## src/rtl/div3_scheduler.sv

```systemverilog
// rtl/div3_scheduler.sv - round-robin scheduler sharing one pipelined divide-by-3 unit among NREQ requesters
module div3_scheduler #(
    parameter int DWIDTH      = 8,
    parameter int NREQ        = 4,
    parameter int DIV_LATENCY = 3
) (
    input  logic                     clk,
    input  logic                     rst,
    input  logic                     i_en,
    input  logic [NREQ-1:0]          i_req,
    input  logic [NREQ*DWIDTH-1:0]   i_req_dat,
    output logic [NREQ-1:0]          o_req_ack,
    output logic [DWIDTH-1:0]        o_div_n,
    output logic                     o_div_n_valid,
    input  logic [DWIDTH-1:0]        i_div3,
    input  logic                     i_div3_valid,
    output logic [NREQ-1:0]          o_rsp_valid,
    output logic [DWIDTH-1:0]        o_rsp_dat,
    output logic                     o_busy,
    output logic                     o_idle,
    output logic                     o_err
);

    localparam int IW = $clog2(NREQ);
    localparam int CW = $clog2(DIV_LATENCY + 2);

    typedef enum logic {
        ST_DRAIN = 1'b0,
        ST_RUN   = 1'b1
    } state_t;

    state_t                       state;
    state_t                       state_nxt;
    logic                         grant_en;
    logic [IW-1:0]                rr_ptr;
    logic [NREQ-1:0]              eligible;
    logic [IW:0]                  scan_idx;
    logic                         grant;
    logic [IW-1:0]                grant_id;
    logic [IW-1:0]                issue_id;
    logic [DIV_LATENCY-1:0]       tag_v;
    logic [DIV_LATENCY-1:0][IW-1:0] tag_id;
    logic                         tail_v;
    logic [IW-1:0]                tail_id;
    logic [CW-1:0]                inflight;

    always_ff @(posedge clk or posedge rst) begin
        if (rst) begin
            state <= ST_DRAIN;
        end else begin
            state <= state_nxt;
        end
    end

    // A grant needs both RUN and a live i_en, so dropping i_en blocks the grant in that same cycle
    always_comb begin
        state_nxt = state;
        grant_en  = 1'b0;
        o_idle    = 1'b0;
        case (state)
            ST_RUN: begin
                if (!i_en) begin
                    state_nxt = ST_DRAIN;
                end else begin
                    grant_en = 1'b1;
                end
            end
            ST_DRAIN: begin
                o_idle = (inflight == '0);
                if (i_en) begin
                    state_nxt = ST_RUN;
                end
            end
            default: state_nxt = ST_DRAIN;
        endcase
    end

    always_comb begin
        eligible = i_req & ~o_req_ack;
        grant    = 1'b0;
        grant_id = '0;
        scan_idx = '0;
        for (int i = 0; i < NREQ; i++) begin
            scan_idx = {1'b0, rr_ptr} + (IW+1)'(i);
            if (scan_idx >= (IW+1)'(NREQ)) begin
                scan_idx = scan_idx - (IW+1)'(NREQ);
            end
            if (!grant && grant_en && eligible[scan_idx[IW-1:0]]) begin
                grant    = 1'b1;
                grant_id = scan_idx[IW-1:0];
            end
        end
    end

    // The issue register (o_div_n_valid, issue_id) is the tag head; the pipe below lines its tail up with the divider output
    assign tail_v  = tag_v[DIV_LATENCY-1];
    assign tail_id = tag_id[DIV_LATENCY-1];
    assign o_busy  = (inflight != '0);

    always_ff @(posedge clk or posedge rst) begin
        if (rst) begin
            rr_ptr        <= '0;
            o_req_ack     <= '0;
            o_div_n       <= '0;
            o_div_n_valid <= 1'b0;
            issue_id      <= '0;
            tag_v         <= '0;
            tag_id        <= '0;
            o_rsp_valid   <= '0;
            o_rsp_dat     <= '0;
            o_err         <= 1'b0;
            inflight      <= '0;
        end else begin
            o_req_ack     <= '0;
            o_div_n_valid <= grant;
            if (grant) begin
                o_req_ack <= NREQ'(1) << grant_id;
                o_div_n   <= i_req_dat[grant_id*DWIDTH +: DWIDTH];
                issue_id  <= grant_id;
                rr_ptr    <= (grant_id == IW'(NREQ - 1)) ? '0 : grant_id + IW'(1);
            end

            tag_v[0]  <= o_div_n_valid;
            tag_id[0] <= issue_id;
            for (int i = 1; i < DIV_LATENCY; i++) begin
                tag_v[i]  <= tag_v[i-1];
                tag_id[i] <= tag_id[i-1];
            end

            o_rsp_valid <= '0;
            if (tail_v && i_div3_valid) begin
                o_rsp_valid <= NREQ'(1) << tail_id;
                o_rsp_dat   <= i_div3;
            end
            if (tail_v != i_div3_valid) begin
                o_err <= 1'b1;
            end

            case ({grant, tail_v})
                2'b10:   inflight <= inflight + CW'(1);
                2'b01:   inflight <= inflight - CW'(1);
                default: inflight <= inflight;
            endcase
        end
    end

endmodule

```

## config.mk

```make
export PLATFORM = sky130hd
export DESIGN_NAME = div3_scheduler
export DESIGN_NICKNAME = d
export VERILOG_FILES = /design/src/rtl/div3_scheduler.sv
export SDC_FILE = /design/constraint.sdc
export NUM_CORES = 1
export LEC_CHECK = 0
export ABC_AREA = 1
export CORE_UTILIZATION = 45
export DETAILED_ROUTE_END_ITERATION = 8
export PLACE_DENSITY = 0.74
export SETUP_SLACK_MARGIN = 0.1
export SYNTH_ARGS = -nofsm -noshare
export SYNTH_HDL_FRONTEND = slang
export SYNTH_SLANG_ARGS = --single-unit
```

## constraint.sdc

```tcl
create_clock -name clk -period 4.2 [get_ports clk]
set_input_delay 0.42 -clock clk [delete_from_list [all_inputs] [get_ports clk]]
set_output_delay 0.42 -clock clk [all_outputs]
set_load 0.05 [all_outputs]
```

; ---- Yosys cells after proc, flatten, opt, wreduce, memory -nomap -nowiden
; Cells that the tools add are included.
[totals]
output_inout_bits = 28
word_cells = 82
input_bits = 48
ff_bits = 43
[classes]
n_lt_le_gt_ge = 8
bitwise_logic = 2
n_shift = 3
n_reduce_logical = 14
n_eq_ne = 4
addsub = 10
n_mux = 27
[op_table]
columns = cell, n
row1 = indexed part select 32 x 6 -> 8 bit, 1
row2 = 2-to-1 mux 2 bit, 9
row3 = "< comparator 2 x 3 -> 1 bit, second input constant", 4
row4 = 2-to-1 mux 1 bit, 11
row5 = ">= comparator 3 bit, second input constant", 3
row6 = binary-select mux 1 bit (select 2 bit), 4
row7 = logical AND 1 bit, 8
row8 = 2-to-1 mux 4 bit, 2
row9 = "left shift 1 x 2 -> 4 bit, first input constant", 2
row10 = "subtractor 2 x 1 -> 2 bit, second input constant", 4
row11 = "adder 2 x 2 -> 3 bit, second input constant", 2
row12 = one-hot mux 3 bit (2 select lines), 1
row13 = bitwise AND 4 bit, 1
row14 = "equality test 2 bit, second input constant", 2
row15 = inverter 4 bit, 1
row16 = "adder 2 x 1 -> 3 bit, second input constant", 1
row17 = "adder 3 x 1 -> 3 bit, second input constant", 1
row18 = ">= comparator 2 x 3 -> 1 bit, second input constant", 1
row19 = logical NOT 1 bit, 3
row20 = logical NOT 3 bit, 1
row21 = nonzero test 3 bit, 1
row22 = "subtractor 3 x 1 -> 3 bit, second input constant", 1
row23 = "adder 2 x 1 -> 2 bit, second input constant", 1
row24 = "equality test 2 x 1 -> 1 bit, second input constant", 1
row25 = 2 further kinds, 2

; ---- Depth between registers and ports, before layout
[logic_depth]
depth_word = 20
ltp_mapped = 16
ltp_nobuf = 14

; ---- Worst setup path after synthesis
; Ideal clock, no wire load.
[synth_path]
path_type = flip-flop to flip-flop
startpoint = register o_req_ack[3]
endpoint = register inflight[2]
required_ns = 4.069
path_stages_with_launch = 15
n_path_buf = 1
path_slack_ns = 1.560
setup_time_ns = 0.131
arrival_ns = 2.510
period_less_slack_ns = 2.640
cell_sequence = dfrtp_1 -> inv_1 -> nand3_2 -> nand3_1 -> nand3_2 -> nand2_1 -> nor2_1 -> nand2_1 -> inv_1 -> buf_4 -> ha_1 -> fa_1 -> a21oi_1 -> o21ai_0 -> xor2_1
[synth_via]
elab_chain_cells = 20
elab_cells_between_ends = 28
classes_between = eq/ne (2) / mux (13) / bitwise (2) / reduce/logical (11)
[synth_rtl]
columns = element, line_no
row1 = from (decl), 12  ; output logic [NREQ-1:0] o_req_ack,
row2 = from (signal assigned), 117  ; o_req_ack <= NREQ'(1) << grant_id;
row3 = inverter 4 bit *, 79  ; eligible = i_req & ~o_req_ack;
row4 = bitwise AND 4 bit *, 79
row5 = binary-select mux 1 bit (select 2 bit), 88  ; if (!grant && grant_en && eligible[scan_idx[IW-1:0]]) begin
row6 = 2-to-1 mux 1 bit (not written as such), 88
row7 = logical AND 1 bit, 88
row8 = 2-to-1 mux 1 bit, 88
row9 = logical NOT 1 bit, 88
row10 = logical AND 1 bit (2 in series), 88
row11 = 2-to-1 mux 1 bit, 88
row12 = logical NOT 1 bit, 88
row13 = logical AND 1 bit (2 in series), 88
row14 = 2-to-1 mux 1 bit, 88
row15 = logical NOT 1 bit, 88
row16 = logical AND 1 bit (2 in series), 88
row17 = 2-to-1 mux 1 bit *, 88
row18 = equality test 2 x 1 -> 1 bit / equality test 2 bit (equally long branches), 139  ; case ({grant, tail_v})
row19 = one-hot mux 3 bit (2 select lines) / nonzero test 2 bit (equally long branches), -
row20 = to (signal assigned), 140  ; 2'b10: inflight <= inflight + CW'(1);
row21 = to (signal assigned), 141  ; 2'b01: inflight <= inflight - CW'(1);
row22 = to (signal assigned), 142  ; default: inflight <= inflight;
row23 = to (decl), 45  ; logic [CW-1:0] inflight;
; Every way passes the cells marked *; elsewhere a longest branch is shown, timed or not. The select of a mux whose other input is x is not followed.
; A chain may end at the register's enable or synchronous reset.

; ---- Final worst setup path
[layout_path]
startpoint = input port i_en
endpoint = register inflight[2]
[layout_via]
elab_chain_cells = 18
elab_cells_between_ends = 20
classes_between = eq/ne (2) / mux (7) / reduce/logical (11)
[layout_rtl]
columns = element, line_no
row1 = from (decl), 9  ; input logic i_en,
row2 = 2-to-1 mux 1 bit *, 62  ; if (!i_en) begin
row3 = 2-to-1 mux 1 bit *, 60  ; case (state)
row4 = logical AND 1 bit, 88
row5 = 2-to-1 mux 1 bit, 88
row6 = logical NOT 1 bit, 88
row7 = logical AND 1 bit (2 in series), 88
row8 = 2-to-1 mux 1 bit, 88
row9 = logical NOT 1 bit, 88
row10 = logical AND 1 bit (2 in series), 88
row11 = 2-to-1 mux 1 bit, 88
row12 = logical NOT 1 bit, 88
row13 = logical AND 1 bit (2 in series), 88
row14 = 2-to-1 mux 1 bit *, 88
row15 = equality test 2 x 1 -> 1 bit / equality test 2 bit (equally long branches), 139
row16 = one-hot mux 3 bit (2 select lines) / nonzero test 2 bit (equally long branches), -
; Every way passes the cells marked *; elsewhere a longest branch is shown, timed or not.

==> impl_results.md <==
- Power density over the cells: 810 nW/um2
- Library cell occupying the most area in the post-synthesis netlist: sky130_fd_sc_hd__dfrtp_1
- Origin of the worst min-delay path: tag_v[1]
- Yosys synthesis warning count: 0
- Hold buffer count at cts: 0
- Synthesized-area fraction occupied by adder cells: 0.0404
- Final Cycle Share: 0.742
- Most common library cell in the layout ignoring fill and taps: sky130_fd_sc_hd__nand2_1
- Post-synthesis compound-gate area fraction: 0.00851
- CTS Buffer Depth: 2
- Final max-slew violation count: 0
- Leftover overflow at the end of global routing: 0
- DR vias: 1981
- Initial Utilization: 0.482
- Total iterations of the first detailed-routing run: 4
- Placed wire-length estimate: 3730 um
- Commonest cells after routing, fill and taps aside: sky130_fd_sc_hd__nand2_1, sky130_fd_sc_hd__clkdlybuf4s50_1, sky130_fd_sc_hd__dfrtp_1
- Type of the worst min-delay path: flop to flop
- Die outline width: 74.3 um
- Final weighted congestion in routability-driven placement: 0.857
- Die height: 74.3 um
- Net load switching power: 0.00127 W
- Final Setup Violations: 0
- Fraction of power spent switching nets: 0.486
- Largest family of logic cells by synthesized area: simple AND/OR/NAND/NOR gates
- Pin count of the biggest net entering global routing: between 40 and 50
- Clock transition at the registers of the reported paths: 0.08 ns
- Flop and latch count out of synthesis: 43
- Register-to-register setup slack: 1.09 ns
- Highest achievable clock rate: 0.321 GHz
- Async set-or-reset flop fraction in the synthesized netlist: 1.00
- Most repeated library cell on the critical path: sky130_fd_sc_hd__nand2_1
- Headroom to the max-slew limit: 0.435
- CTS Buf Count: 5
- Final sum of negative setup slack: 0 ns
- Cell area after layout: 3240 um2
- Share of synthesized area spent on multiplexers: 0.00479
- Sequential cell fraction of total power: 0.272
- Signed area change from the synthesized netlist to the final layout: 37.7%
- Leakage component of the power: 1.60 nW
- Internal Dissipation: 0.00135 W
- Outcome: finished, final reports clean
- Synthesized-area fraction occupied by xor and xnor cells: 0.00745
- Total chip power: around 0.0026 W
- RSZ-0062 raised after global routing: false
- Cell with the largest stage delay on the worst path: sky130_fd_sc_hd__clkdlybuf4s50_1
- Largest stage delay on the critical path: 0.48 ns
- Post-CTS setup repair buffer count: 0
- Synth cell types: 31
- Detailed-route DRC error count: 0
- Primary flip-flop cell chosen by synthesis mapping: sky130_fd_sc_hd__dfrtp_1
- Detail-routed net length per standard cell: 11.4 um
- I/O pins: 76
- Area of the placeable core: about 4900 um2
- Buffers added on ports: 75
- Required time at the endpoint of the critical path: 4.37 ns
- Synth Area per Inst: 8.34 um2
- Synthesized cell area: 2350 um2
- Peak supply drop: 0.000265 V
- DR iter-0 viols: 123
- Number of diodes: 0
- Synth Area in Simple Gates: 0.373
- Crit Path Max Fanout: 15
- Global-route wire length before repair: 8160 um
- Skew final: 0.00371 ns
- Crit path launch type: input pin
- Total Wirelength: 4840 um
- Dpl cell area: 3110 um2
- Number of max-capacitance violations reported: 0
- Number of cells in the design after placement: just over 400
- Die outline area: roughly 5500 um2
- Number of synthesized flops with an enable pin: 0
- H-tree depth reported by CTS: 2
- Worst-Skew Late Latency: 0.28 ns
- Post-synth top area share: 0.457
- Category of the worst setup path capture point: flop
- CTS tree: done
- Remaining number of nets flagged by the antenna check after routing: 0
- Minimum period implied by the final worst setup slack: 3.12 ns
- Vias/cell: 4.68
- Nets in the synthesized netlist: between 300 and 400
- Top post-synthesis cells by area: sky130_fd_sc_hd__dfrtp_1, sky130_fd_sc_hd__nand2_1, sky130_fd_sc_hd__nand3_1, sky130_fd_sc_hd__inv_1, sky130_fd_sc_hd__nand2_2
- Reg2Reg Launch Point: rr_ptr[0]
- Clock tree sinks: 43
- Hold WS: 0.351 ns
- Number of rows in the core area: 25
- Clock power share: 0.140
- Combinational power share: 0.588
- Arrival time of data at the critical path endpoint: 3.29 ns
- Net count, final: 410
- Resized cells post-CTS: 0
- Slew at the pin with the worst max-slew slack: 0.847 ns
- Cell-by-cell trace of the critical path: clkdlybuf4s50_1 > nand2_1 > inv_1 > nand3_2 > nand2_1 > nor2_1 > nand2_1 > inv_1 > ha_1 > fa_1 > a21oi_1 > o21ai_0 > xor2_1
- Cells after synthesis: 282
- Hold Fails Final Rpt: 0
- Cell Count, Final, Fillers Out: 423
- All-Layer GR Usage: 0.195
- Worst setup path category: input pin to flop
- Startpoint of the most critical setup path: i_en
- Clock tree root buffer cell: sky130_fd_sc_hd__clkbuf_8
- Layout cells sized above 1: 0.118
- Via count of the first global-routing pass: 1897
- Initial antenna violation count: 0
- Share of synthesized area occupied by flip-flops and latches: 0.457
==> power by group through the flow <==
stage                     clock [W]  sequential, W  combinational, W
after floorplan                   0        0.00102          0.000897
after detailed placement          0       0.000721           0.00155
after global placement            0       0.000716           0.00152
after global routing       0.000395       0.000737           0.00171
final                      0.000368       0.000713           0.00154
after CTS                  0.000378       0.000716           0.00156
==> per-layer routing <==
metal,GRT usage,share of wire,vias up
met1,0.238,0.42,870
met3,0.0434,0.075,5
met4,0.0692,0.011,0
li1,-,-,1023
met5,0,0,-
met2,0.340,0.50,83
==> flip-flops by register name, summed over array words and instances (netlist names) <==
register / flops
o_rsp_valid: 4
o_err: 1
o_rsp_dat: 8
tag_id: 4
state: 1
o_req_ack: 4
o_div_n: 8
o_div_n_valid: 1
tail_id: 2
rr_ptr: 2
inflight: 3
issue_id: 2
tag_v: 3
==> worst max-delay path: cells and delay by family <==
family | cells | cell delay [ns]
buffers and inverters | 3 | 1.00
AND/OR/NAND/NOR | 5 | 0.80
adder cells (fa/ha/maj) | 2 | 0.68
AO/OA/AOI/OAI | 2 | 0.25
XOR/XNOR | 1 | 0.15
==> path summary, 6_finish.rpt <==
check,to,cells after the start
max,inflight[2],13
min,tag_v[2],0
max reg2reg,inflight[2],12
min reg2reg,tag_v[2],0
max in group asynchronous,o_div_n[6],2
min in group asynchronous,o_rsp_valid[2],2
==> layout make-up <==
class	instances	area (um2)
inverter	44	173
fill	431	1640
clock inverter	2	60.1
tap	67	83.8
clock buffer	6	72.6
multi-input combinational	186	1020
timing repair buffer	75	751
sequential	43	1080
==> cell families after synthesis <==
family	after synthesis
simple gates	172
buf+inv	53
flops	43
fa+ha+maj	7
compound gates	4
xor+xnor	2
mux	1
==> cell usage after synthesis, types with 2 or more instances <==
cell                       number
sky130_fd_sc_hd__nor3_1         4
sky130_fd_sc_hd__nand2_4        3
sky130_fd_sc_hd__inv_1         41
sky130_fd_sc_hd__dfrtp_1       43
sky130_fd_sc_hd__nand2_1       80
sky130_fd_sc_hd__buf_6          3
sky130_fd_sc_hd__nand3_2        8
sky130_fd_sc_hd__clkbuf_1       2
sky130_fd_sc_hd__nand3_1       38
sky130_fd_sc_hd__nand3b_1       8
sky130_fd_sc_hd__buf_4          2
sky130_fd_sc_hd__o21ai_0        3
sky130_fd_sc_hd__nor2_1         9
sky130_fd_sc_hd__nand4_1        3
sky130_fd_sc_hd__nand2_2       14
sky130_fd_sc_hd__ha_1           6
==> through the flow <==
stage               worst slack, ns  utilization
floorplan                      1.56            -
global placement              0.840        0.636
detailed placement            0.790        0.636
CTS                            1.09        0.664
global route                  0.809        0.664
finish                         1.08        0.664
No activity file was read; power rests on OpenSTA's default activity.
